## src/rtl/regfile_pkg.sv

```systemverilog
// Shared types and default geometry for the register file array and its read sequencer.
package regfile_pkg;

  localparam int RF_DEPTH = 8;
  localparam int RF_WIDTH = 8;

  typedef enum logic [1:0] {
    IDLE   = 2'd0,
    STREAM = 2'd1,
    DRAIN  = 2'd2,
    DONE   = 2'd3
  } rseq_state_t;

endpackage

```

## src/rtl/regfile_addr_decoder.sv

```systemverilog
// Address to one-hot decoder with enable; output is all-zero when disabled.
module regfile_addr_decoder #(
  parameter int DEPTH = 8,
  localparam int ADDR_W = $clog2(DEPTH)
) (
  input  logic              en,
  input  logic [ADDR_W-1:0] addr,
  output logic [DEPTH-1:0]  onehot
);

  always_comb begin
    onehot = '0;
    if (en) onehot[addr] = 1'b1;
  end

endmodule

```

## src/rtl/regfile_read_sequencer.sv

```systemverilog
// Walks a wrapping range of register file entries and streams each word out over valid/ready.
// Optional RSEQ_PARITY_EN adds out_parity, the even parity of each captured word.
module regfile_read_sequencer
  import regfile_pkg::*;
#(
  parameter int DEPTH = RF_DEPTH,
  parameter int WIDTH = RF_WIDTH,
  localparam int ADDR_W = $clog2(DEPTH)
) (
  input  logic              clk,
  input  logic              rst,
  input  logic              start,
  input  logic [ADDR_W-1:0] base_addr,
  input  logic [ADDR_W:0]   count,
  output logic              busy,
  output logic              done,
  output logic [DEPTH-1:0]  rf_read_en,
  input  logic [WIDTH-1:0]  rf_rdata,
  output logic              out_valid,
  input  logic              out_ready,
  output logic [WIDTH-1:0]  out_data,
  output logic [ADDR_W-1:0] out_addr
`ifdef RSEQ_PARITY_EN
  ,
  output logic              out_parity
`endif
);

  rseq_state_t       state;
  rseq_state_t       state_nxt;
  logic [ADDR_W-1:0] cur_addr;
  logic [ADDR_W:0]   remaining;
  logic [ADDR_W:0]   remaining_nxt;
  logic              accept;
  logic              fire;

  assign accept = out_valid && out_ready;
  // A read is issued only when the output register is free or being emptied this edge.
  assign fire   = (state == STREAM) && (remaining != '0) && (!out_valid || out_ready);
  assign remaining_nxt = fire ? (remaining - (ADDR_W+1)'(1)) : remaining;

  assign busy = (state != IDLE);
  assign done = (state == DONE);

  regfile_addr_decoder #(
    .DEPTH (DEPTH)
  ) u_decoder (
    .en     (fire),
    .addr   (cur_addr),
    .onehot (rf_read_en)
  );

  always_comb begin
    state_nxt = state;
    unique case (state)
      IDLE: begin
        if (start) state_nxt = (count != '0) ? STREAM : DONE;
      end
      STREAM: begin
        if (remaining_nxt == '0) state_nxt = (remaining == '0 && accept) ? DONE : DRAIN;
      end
      DRAIN: begin
        if (accept) state_nxt = DONE;
      end
      DONE: begin
        state_nxt = IDLE;
      end
      default: state_nxt = IDLE;
    endcase
  end

  always_ff @(posedge clk) begin
    if (rst) begin
      state <= IDLE;
    end else begin
      state <= state_nxt;
    end
  end

  // Scan pointer and remaining-word counter
  always_ff @(posedge clk) begin
    if (rst) begin
      cur_addr  <= '0;
      remaining <= '0;
    end else if (state == IDLE && start) begin
      cur_addr  <= base_addr;
      remaining <= count;
    end else if (fire) begin
      cur_addr  <= cur_addr + ADDR_W'(1);
      remaining <= remaining_nxt;
    end
  end

  // Output register: loads on fire, otherwise holds until accepted
  always_ff @(posedge clk) begin
    if (rst) begin
      out_valid <= 1'b0;
      out_data  <= '0;
      out_addr  <= '0;
    end else if (fire) begin
      out_valid <= 1'b1;
      out_data  <= rf_rdata;
      out_addr  <= cur_addr;
    end else if (accept) begin
      out_valid <= 1'b0;
    end
  end

`ifdef RSEQ_PARITY_EN
  always_ff @(posedge clk) begin
    if (rst) begin
      out_parity <= 1'b0;
    end else if (fire) begin
      out_parity <= ^rf_rdata;
    end
  end
`endif

endmodule

```

## config.mk

```make
export PLATFORM = sky130hd
export DESIGN_NAME = regfile_read_sequencer
export DESIGN_NICKNAME = d
export VERILOG_FILES = /design/src/rtl/regfile_pkg.sv /design/src/rtl/regfile_addr_decoder.sv /design/src/rtl/regfile_read_sequencer.sv
export SDC_FILE = /design/constraint.sdc
export NUM_CORES = 1
export LEC_CHECK = 0
export ABC_AREA = 1
export CORE_AREA = 4 4 61 52
export CTS_CLUSTER_DIAMETER = 200
export CTS_CLUSTER_SIZE = 25
export DETAILED_ROUTE_END_ITERATION = 8
export DIE_AREA = 0 0 65 56
export GPL_ROUTABILITY_DRIVEN = 0
export GPL_TIMING_DRIVEN = 0
export PLACE_DENSITY = 0.81
export SETUP_SLACK_MARGIN = 0.2
export SLEW_MARGIN = 15
export SYNTH_ARGS = -nofsm -noshare
export SYNTH_HDL_FRONTEND = slang
export SYNTH_SLANG_ARGS = --single-unit
```

## constraint.sdc

```tcl
create_clock -name clk -period 2.43 [get_ports clk]
set_input_delay 0.486 -clock clk [delete_from_list [all_inputs] [get_ports clk]]
set_output_delay 0.486 -clock clk [all_outputs]
set_load 0.03 [all_outputs]
```

# Word-level counts from Yosys, hierarchy flattened
# Cells that the tools add are included.
# word_totals
regBits	21
latch_bits	0
mem_bits_rw	0
rom_bits	0
inputBits	19
out_inout_bits	22
memories	0
# classes
add_sub_neg	2
n_mul	0
n_div	0
magnitude_cmp	2
n_eq_ne	6
n_shift	0
mux	16
bitwise_logic	0
n_reduce_logical	17
# op_table
operator	n
$mux W4	3
$logic_not A4 Y1	2
$mux W2	4
$mux W8	1
$pmux W2 S4	1
$reduce_bool A4 Y1	2
$logic_and A1 B1 Y1	6
$mux W3	2
$reduce_bool A2 Y1	3
$eq A2 B2 Y1 const B	2
$lt A3 B4 Y1 const B	1
$mux W1	4
$ne A2 B2 Y1 const B	2
$sub A4 B1 Y4 const B	1
$add A3 B1 Y3 const B	1
$demux W1 S3	1
$ge A3 B1 Y1 const B	1
$reduce_and A3 Y1	1
$eq A2 B1 Y1 const B	1
$logic_not A2 Y1	1
$ne A2 B1 Y1 const B	1
$logic_not A1 Y1	1
$logic_or A1 B1 Y1	1

# Longest topological paths before layout
# Gate-level depths: netlist of the first run.
# depth
depth_word	7
mapped_depth	13
depth_no_buf	13

# Hierarchy
# A second synthesis of the first run with hierarchy kept.
# unflattened
cells_unflattened	172
area_unflattened_um2	1181.1
# modules_own_cells
mod	n_inst	cells_per_inst	area_per_inst_um2	seq_area_each_um2
regfile_read_sequencer	1	155	1117.3	420.4
regfile_addr_decoder	1	17	63.8	0.0

# Worst setup path after synthesis of the first run
# OpenSTA, ideal clock, no wires.
# synth_timing
path_kind	reg-to-output
from	register remaining[0]
to	output port rf_read_en[1]
arrival_ns	1.425
required_ns	1.944
path_slack_ns	0.519
path_stages_with_launch	8
n_path_buf	0
cell_sequence	dfxtp_1 -> inv_1 -> ha_1 -> nand2_4 -> nand2_4 -> nor2_8 -> nand2_1 -> nor2_1
# synth_between
elab_chain_len	4
# synth_lines
element	line	rtl
start, declared	regfile_read_sequencer.sv:32	logic [ADDR_W:0] remaining;
start signal, assigned	regfile_read_sequencer.sv:87	remaining <= count;
start signal, assigned	regfile_read_sequencer.sv:90	remaining <= remaining_nxt;
$reduce_bool A4 Y1	regfile_read_sequencer.sv:39	assign fire = (state == STREAM) && (remaining != '0) && (!out_valid || out_ready);
$logic_and A1 B1 Y1 (2 in series)	regfile_read_sequencer.sv:39	
$mux W8	regfile_addr_decoder.sv:13	if (en) onehot[addr] = 1'b1;
end, declared	regfile_read_sequencer.sv:17	output logic [DEPTH-1:0] rf_read_en,
# Every way passes these cells.

# Worst setup path in the final report of the first run
# layout_timing
from	input port out_ready
to	output port rf_read_en[6]
# layout_between
elab_chain_len	3
# layout_lines
element	line	rtl
start, declared	regfile_read_sequencer.sv:20	input logic out_ready,
$logic_or A1 B1 Y1	regfile_read_sequencer.sv:39	
$logic_and A1 B1 Y1	regfile_read_sequencer.sv:39	
$mux W8	regfile_addr_decoder.sv:13	
# Every way passes these cells.

==> results of run 1 <==
==> worst max-delay path, delay by kind of cell <==
family / cells / cell delay (ns)
buffers and inverters: 4 / 0.78
AND/OR/NAND/NOR: 4 / 0.40
==> layer usage <==
metal | routed length, um | track usage (%) | vias up
li1 | - | - | 641
met1 | 1427 | 22.07 | 564
met2 | 1427 | 26.09 | 24
met3 | 134 | 3.838 | 2
met4 | 14 | 3.313 | 0
met5 | 0 | 0 | -
==> layout make-up <==
class / count / share of cell area, %
tap: 38 / 2.760
buffer: 5 / 1.670
timing repair buffer: 46 / 24.69
multi-input combinational: 124 / 39.72
sequential: 21 / 24.84
inverter: 22 / 4.793
clock buffer: 4 / 1.525
==> worst min-delay path by stage <==
stage | to | slack, ns | depth (start not counted)
6_report | out_data[2] | 0.47 | 2
3_5_place_dp | out_data[2] | 0.46 | 2
3_3_place_gp | out_data[2] | 0.45 | 2
2_1_floorplan | cur_addr[1] | 0.48 | 2
4_1_cts | out_data[2] | 0.47 | 2
5_1_grt | out_data[7] | 0.50 | 2
==> per-stage QoR <==
| stage | utilization, % | setup slack (ns) |
|---|---|---|
| after global placement | 61.84 | -0.3567 |
| after CTS | 62.17 | 0.2079 |
| after floorplan | - | 0.5193 |
| after global routing | 65.85 | 0.1848 |
| final | 65.85 | 0.2760 |
| after detailed placement | 61.84 | -0.3885 |
==> state kept, by name, indices dropped and copies added (netlist names) <==
name,cells
out_data,8
remaining,4
cur_addr,3
out_addr,3
state,2
out_valid,1
==> cell families (layout without fill, tap and decap cells) <==
kind of cell | after synthesis | after routing | synth area share (%)
compound gates | 28 | 28 | 12.73
xor+xnor | 1 | 1 | 0.7424
fa+ha+maj | 7 | 7 | 7.423
buf+inv | 27 | 77 | 9.120
flops | 21 | 21 | 35.63
simple gates | 88 | 88 | 34.36
==> what timing repair did <==
| item | in CTS | in global routing |
|---|---|---|
| buffers inserted | 0 | 7 |
| pin swaps | 0 | 2 |
| setup endpoints to repair | 9 | 8 |
| gates resized for setup | 50 | 20 |
| endpoints found under the hold margin | 0 | 0 |
==> cell usage in the layout, fill, tap and decap left out, types with 2 or more instances in the layout <==
cell type,instances
a21oi_1,19
buf_2,2
buf_4,14
buf_6,2
clkbuf_1,2
clkbuf_4,3
clkdlybuf4s50_1,30
dfxtp_1,17
dfxtp_2,3
ha_1,6
inv_1,19
inv_2,3
nand2_1,53
nand2_2,3
nand2_4,4
nand3_1,4
nand4_1,3
nor2_1,11
nor2_2,5
o21ai_0,4
==> report_power, final <==
group          internal, mW  switching [mW]
Sequential            0.455          0.0978
Combinational         0.492           0.733
Clock                0.0640           0.106
Total                  1.01           0.936
==> results.tsv, run 1 <==
metric	value	unit
Skew-Pair Late Insertion Delay	0.30	ns
average wire length per cell after detail routing	11.55	um
largest area contributor in the netlist	dfxtp_1	
Detailed Place HPWL	2.224	mm
share of the yosys chip area belonging to registers	35.63	%
gr usage total	16.27	%
maximum number of buffers from clock root to sink	2	
Least-Margin Pin Slew	0.4792	ns
Setup TNS Final	0	ns
type of the tightest min-delay check	reg -> reg	
area of the mapped netlist	0.001180	mm^2
share of layout cells above drive strength 1	19.82	%
top-area cell type share of the netlist area	35.63	%
Worst Min Path Start	out_data[2]	
unrepaired setup endpoints after global routing	no	
Antenna Violating Nets Remaining	0	
most frequent cell after synthesis	nand2_1	
setup violators final	0	
setup slack of the most critical reg-to-reg path	0.61	ns
io pins	41	
endpoint of the worst setup timing path	rf_read_en[6]	
filler instances	248	
Final #Nets	249	
total overflow reported by the global router	0	
first-pass iteration count of the detailed router	4	
arrival time worst endpoint	1.67	ns
initial cell density of the core	45.10	%
Cell Rows	17	
worst hold slack after final layout	0.4728	ns
critical path required time	1.94	ns
Slowest cell on crit path	clkdlybuf4s50_1	
syn_area_per_cell	6.860	um^2
synthesis-to-layout area growth	46.02	%
antenna cells	0	
worst clock skew	0.006101	ns
DRC errors left	0	
nets in the synthesized netlist	198	
maximum number of pins on one net before global-route repair	12	
largest incremental delay on the critical path	0.47	ns
Final period util	88.64	%
critical path, cell by cell	clkdlybuf4s50_1, inv_1, nand2_4, nand3_4, nor2_4, inv_2, nor2_1, buf_4	
leakage power of the design	0.7778	nW
cell types with the highest counts after synthesis	54 x nand2_1, 21 x dfxtp_1, 21 x inv_1, 19 x a21oi_1, 16 x nor2_1	
startpoint kind of the worst setup timing path	input pin	
crit path from	out_ready	
Period minus WS final	2.154	ns
largest cells by area after synthesis	dfxtp_1 36%, nand2_1 17%, a21oi_1 8.1%, ha_1 7.4%, inv_1 6.7%	
post-route cell area	0.001723	mm^2
placed cell areas	0.001618	mm^2
worst slew margin relative to its limit	68.06	%
DIE WIDTH	65	um
H-tree levels	1	
Crit. End Element	output pin	
Core Area	0.002616	mm^2
reg2reg path depth	14	
number of synthesized flops with an enable pin	0	
number of synthesis warnings	0	
count of placed standard cells including taps	249	
reg-to-reg endpoint	state[0]	
Final Hold Violating Endpoints	0	
area occupied by registers	427.9	um^2
Cell Pwr Density	1130	mW/mm^2
Most used DFF post-synth	dfxtp_1	
Total Die Area	0.003640	mm^2
number of port buffers	39	
max-cap violations	0	
violation count after the first detailed-route iteration	79	
Power Total	1.947	mW
root buf cell	clkbuf_4	
achievable clock frequency	464.2	MHz
proportion of synthesized flip-flops having asynchronous set or reset	0	%
via count of the first global-routing pass	1119	
number of cells produced by synthesis	172	
Peak supply drop	0.6197	mV
critical-path maximum fanout	5	
number of different library cells in the post-synthesis netlist	27	
clock-pin slew of the registers on the worst-case setup and hold paths	0.12	ns
post-detailed-routing wire length	3.004	mm
critical setup path kind	in -> out	
height of the die	56	um
Multi-input gate area	684.4	um^2
Sink Count	21	
number of vias after detailed routing	1231	
fin cells	260	
register bit count reported by yosys	21	
Post-CTS Hold Fix Bufs	0	
first-pass GRT wire length	4.823	mm
result of the run	finished clean	
clock tree from TritonCTS	built	
average via count per standard cell	4.735	
number of antenna violations at the first check in global routing	0	
count of final max-slew check failures	0	
clock buffers created by TritonCTS	3	
worst reg2reg path startpoint	remaining[0]	
Power figures use the tool's default switching activity.
==> inputs of run 2 (changes only) <==
CORE_AREA = 4 4 57 49   (was 4 4 61 52)
DIE_AREA = 0 0 61 53   (was 0 0 65 56)
DONT_BUFFER_PORTS = 1   (was not set)
PLACE_DENSITY = 0.68   (was 0.81)
clock period = 2.4 ns   (was 2.43 ns; I/O delays follow)
==> run 2 against run 1 <==
  * Non-clock buffer count is 46 lower
  * Power is 8.8% lower
  * Via count is 16% lower
  * Largest cell class unchanged
  * Sequential share of layout area is 6.8 points higher
==> results.tsv, run 2 (same netlist as run 1, synthesis figures left out) <==
metric	value	unit	change
achievable clock frequency	472.8	MHz	
max reg flops	8		unchanged
DRC errors left	0		unchanged
setup violators final	0		unchanged
Detailed Place HPWL	1.961	mm	was 2.224 mm
maximum number of buffers from clock root to sink	2		unchanged
max-cap violations	0		unchanged
H-tree levels	1		unchanged
commonest cells after routing, fill and taps aside	53 x nand2_1, 20 x inv_1, 19 x a21oi_1, 19 x dfxtp_1, 9 x nor2_4		was 53 x nand2_1, 30 x clkdlybuf4s50_1, 19 x inv_1, 19 x a21oi_1, 17 x dfxtp_1
DIE WIDTH	61	um	was 65 um
initial cell density of the core	51.70	%	was 45.10%
count of final max-slew check failures	0		unchanged
Crit. End Element	output pin		unchanged
Antenna Violating Nets Remaining	0		unchanged
clock buffers created by TritonCTS	3		unchanged
met3 wire length	129	um	was 134 um
Setup TNS Final	0	ns	unchanged
total overflow reported by the global router	0		unchanged
pre-CTS setup slack	0.3656	ns	was -0.3885 ns
Power Total	1.776	mW	was 1.947 mW
Peak supply drop	0.7004	mV	was 0.6197 mV
Post-CTS Hold Fix Bufs	0		unchanged
Cell Pwr Density	1329	mW/mm^2	was 1130 mW/mm^2
Cell Rows	16		was 17
Sink Count	21		unchanged
Final period util	88.12	%	
Core Area	0.002282	mm^2	was 0.002616 mm^2
Period minus WS final	2.115	ns	
Least-Margin Pin Slew	0.4587	ns	was 0.4792 ns
result of the run	finished clean		unchanged
Total Die Area	0.003233	mm^2	was 0.003640 mm^2
startpoint kind of the worst setup timing path	flop		was input pin
root buf cell	clkbuf_4		unchanged
register name with the most flops	out_data		unchanged
first-pass iteration count of the detailed router	4		unchanged
clock tree from TritonCTS	built		unchanged
number of port buffers	0		was 39
top metal layer carrying routed signals	met4		unchanged
antenna cells	0		unchanged
critical setup path kind	reg -> out		was in -> out
synthesis-to-layout area growth	13.26	%	was 46.02%
number of vias after detailed routing	1040		was 1231
leakage power of the design	0.5722	nW	was 0.7778 nW
largest registers	out_data: 8 flops, remaining: 4 flops		unchanged
Met2 Routed Length	1.274	mm	was 1.427 mm
arrival time worst endpoint	1.63	ns	was 1.67 ns
clock-pin slew of the registers on the worst-case setup and hold paths	0.12	ns	about the same
utilization after layout	58.55	%	was 65.85%
first-pass GRT wire length	4.167	mm	was 4.823 mm
Final #Nets	203		was 249
io pins	41		unchanged
met1 WL	1.184	mm	was 1.427 mm
gr usage total	17.13	%	was 16.27%
type of the tightest min-delay check	in -> reg		was reg -> reg
PnR worst setup slack	0.2850	ns	was 0.2760 ns
Final Hold Violating Endpoints	0		unchanged
critical path required time	1.92	ns	was 1.94 ns
Skew-Pair Late Insertion Delay	0.31	ns	was 0.30 ns
number of antenna violations at the first check in global routing	0		unchanged
critical-path maximum fanout	8		was 5
maximum number of pins on one net before global-route repair	13		was 12
via count of the first global-routing pass	975		was 1119
average via count per standard cell	5.123		was 4.735
post-detailed-routing wire length	2.616	mm	was 3.004 mm
worst clock skew	0.001158	ns	was 0.006101 ns
average wire length per cell after detail routing	12.89	um	was 11.55 um
most common cell after layout, fill and taps aside	nand2_1		unchanged
worst slew margin relative to its limit	69.42	%	was 68.06%
share of layout cells above drive strength 1	17.61	%	was 19.82%
height of the die	53	um	was 56 um
unrepaired setup endpoints after global routing	yes		was no
worst hold slack after final layout	0.2987	ns	was 0.4728 ns
violation count after the first detailed-route iteration	60		was 79
==> run 2: routing by layer <==
metal	vias up	global-route usage, %
met2	27	26.69
met4	0	5.776
li1	550	-
met5	-	0
met1	458	22.61
met3	5	4.634
==> run 2: path summary, 6_finish.rpt <==
path | to | startpoint | slack [ns] | cells past startpoint
worst max-delay path | rf_read_en[2] | state[1] | 0.29 | 7
worst min-delay path | out_data[7] | rf_rdata[7] | 0.30 | 2
worst max register to register | cur_addr[2] | state[0] | 0.72 | 7
worst min register to register | cur_addr[1] | cur_addr[1] | 0.53 | 2
==> run 2: what timing repair did <==
| action | in CTS | in global routing |
|---|---|---|
| setup buffers | 0 | 0 |
| gates resized for setup | 14 | 13 |
| pin swaps | 2 | 3 |
| endpoints found under the setup margin | 8 | 8 |
==> run 2: per-stage QoR <==
stage	cell area, um^2	instances
after floorplan	1180	172
after global placement	1214	199
after detailed placement	1214	199
after CTS	1289	203
after global routing	1336	203
final	1336	203
==> run 2: layout make-up <==
type,count,area (um^2)
Fill cell,229,945.9
Multi-Input combinational cell,124,738.2
Sequential cell,21,422.9
Inverter,22,85.08
Tap cell,27,33.78
Buffer,5,28.78
Clock buffer,3,22.52
Clock inverter,1,5.005
==> run 2: worst max-delay path: stages, from the launching register on <==
cell and delay [ns]:
dfxtp_2 0.37, inv_1 0.11, ha_1 0.17, buf_6 0.14, nand3_4 0.13, nor2_4 0.12, inv_4 0.08, nor2_4 0.21
==> run 2: report_power, final <==
part	internal (mW)	switching, mW	total, mW
Sequential	0.454	0.196	0.650
Combinational	0.321	0.631	0.951
Clock	0.0622	0.113	0.175
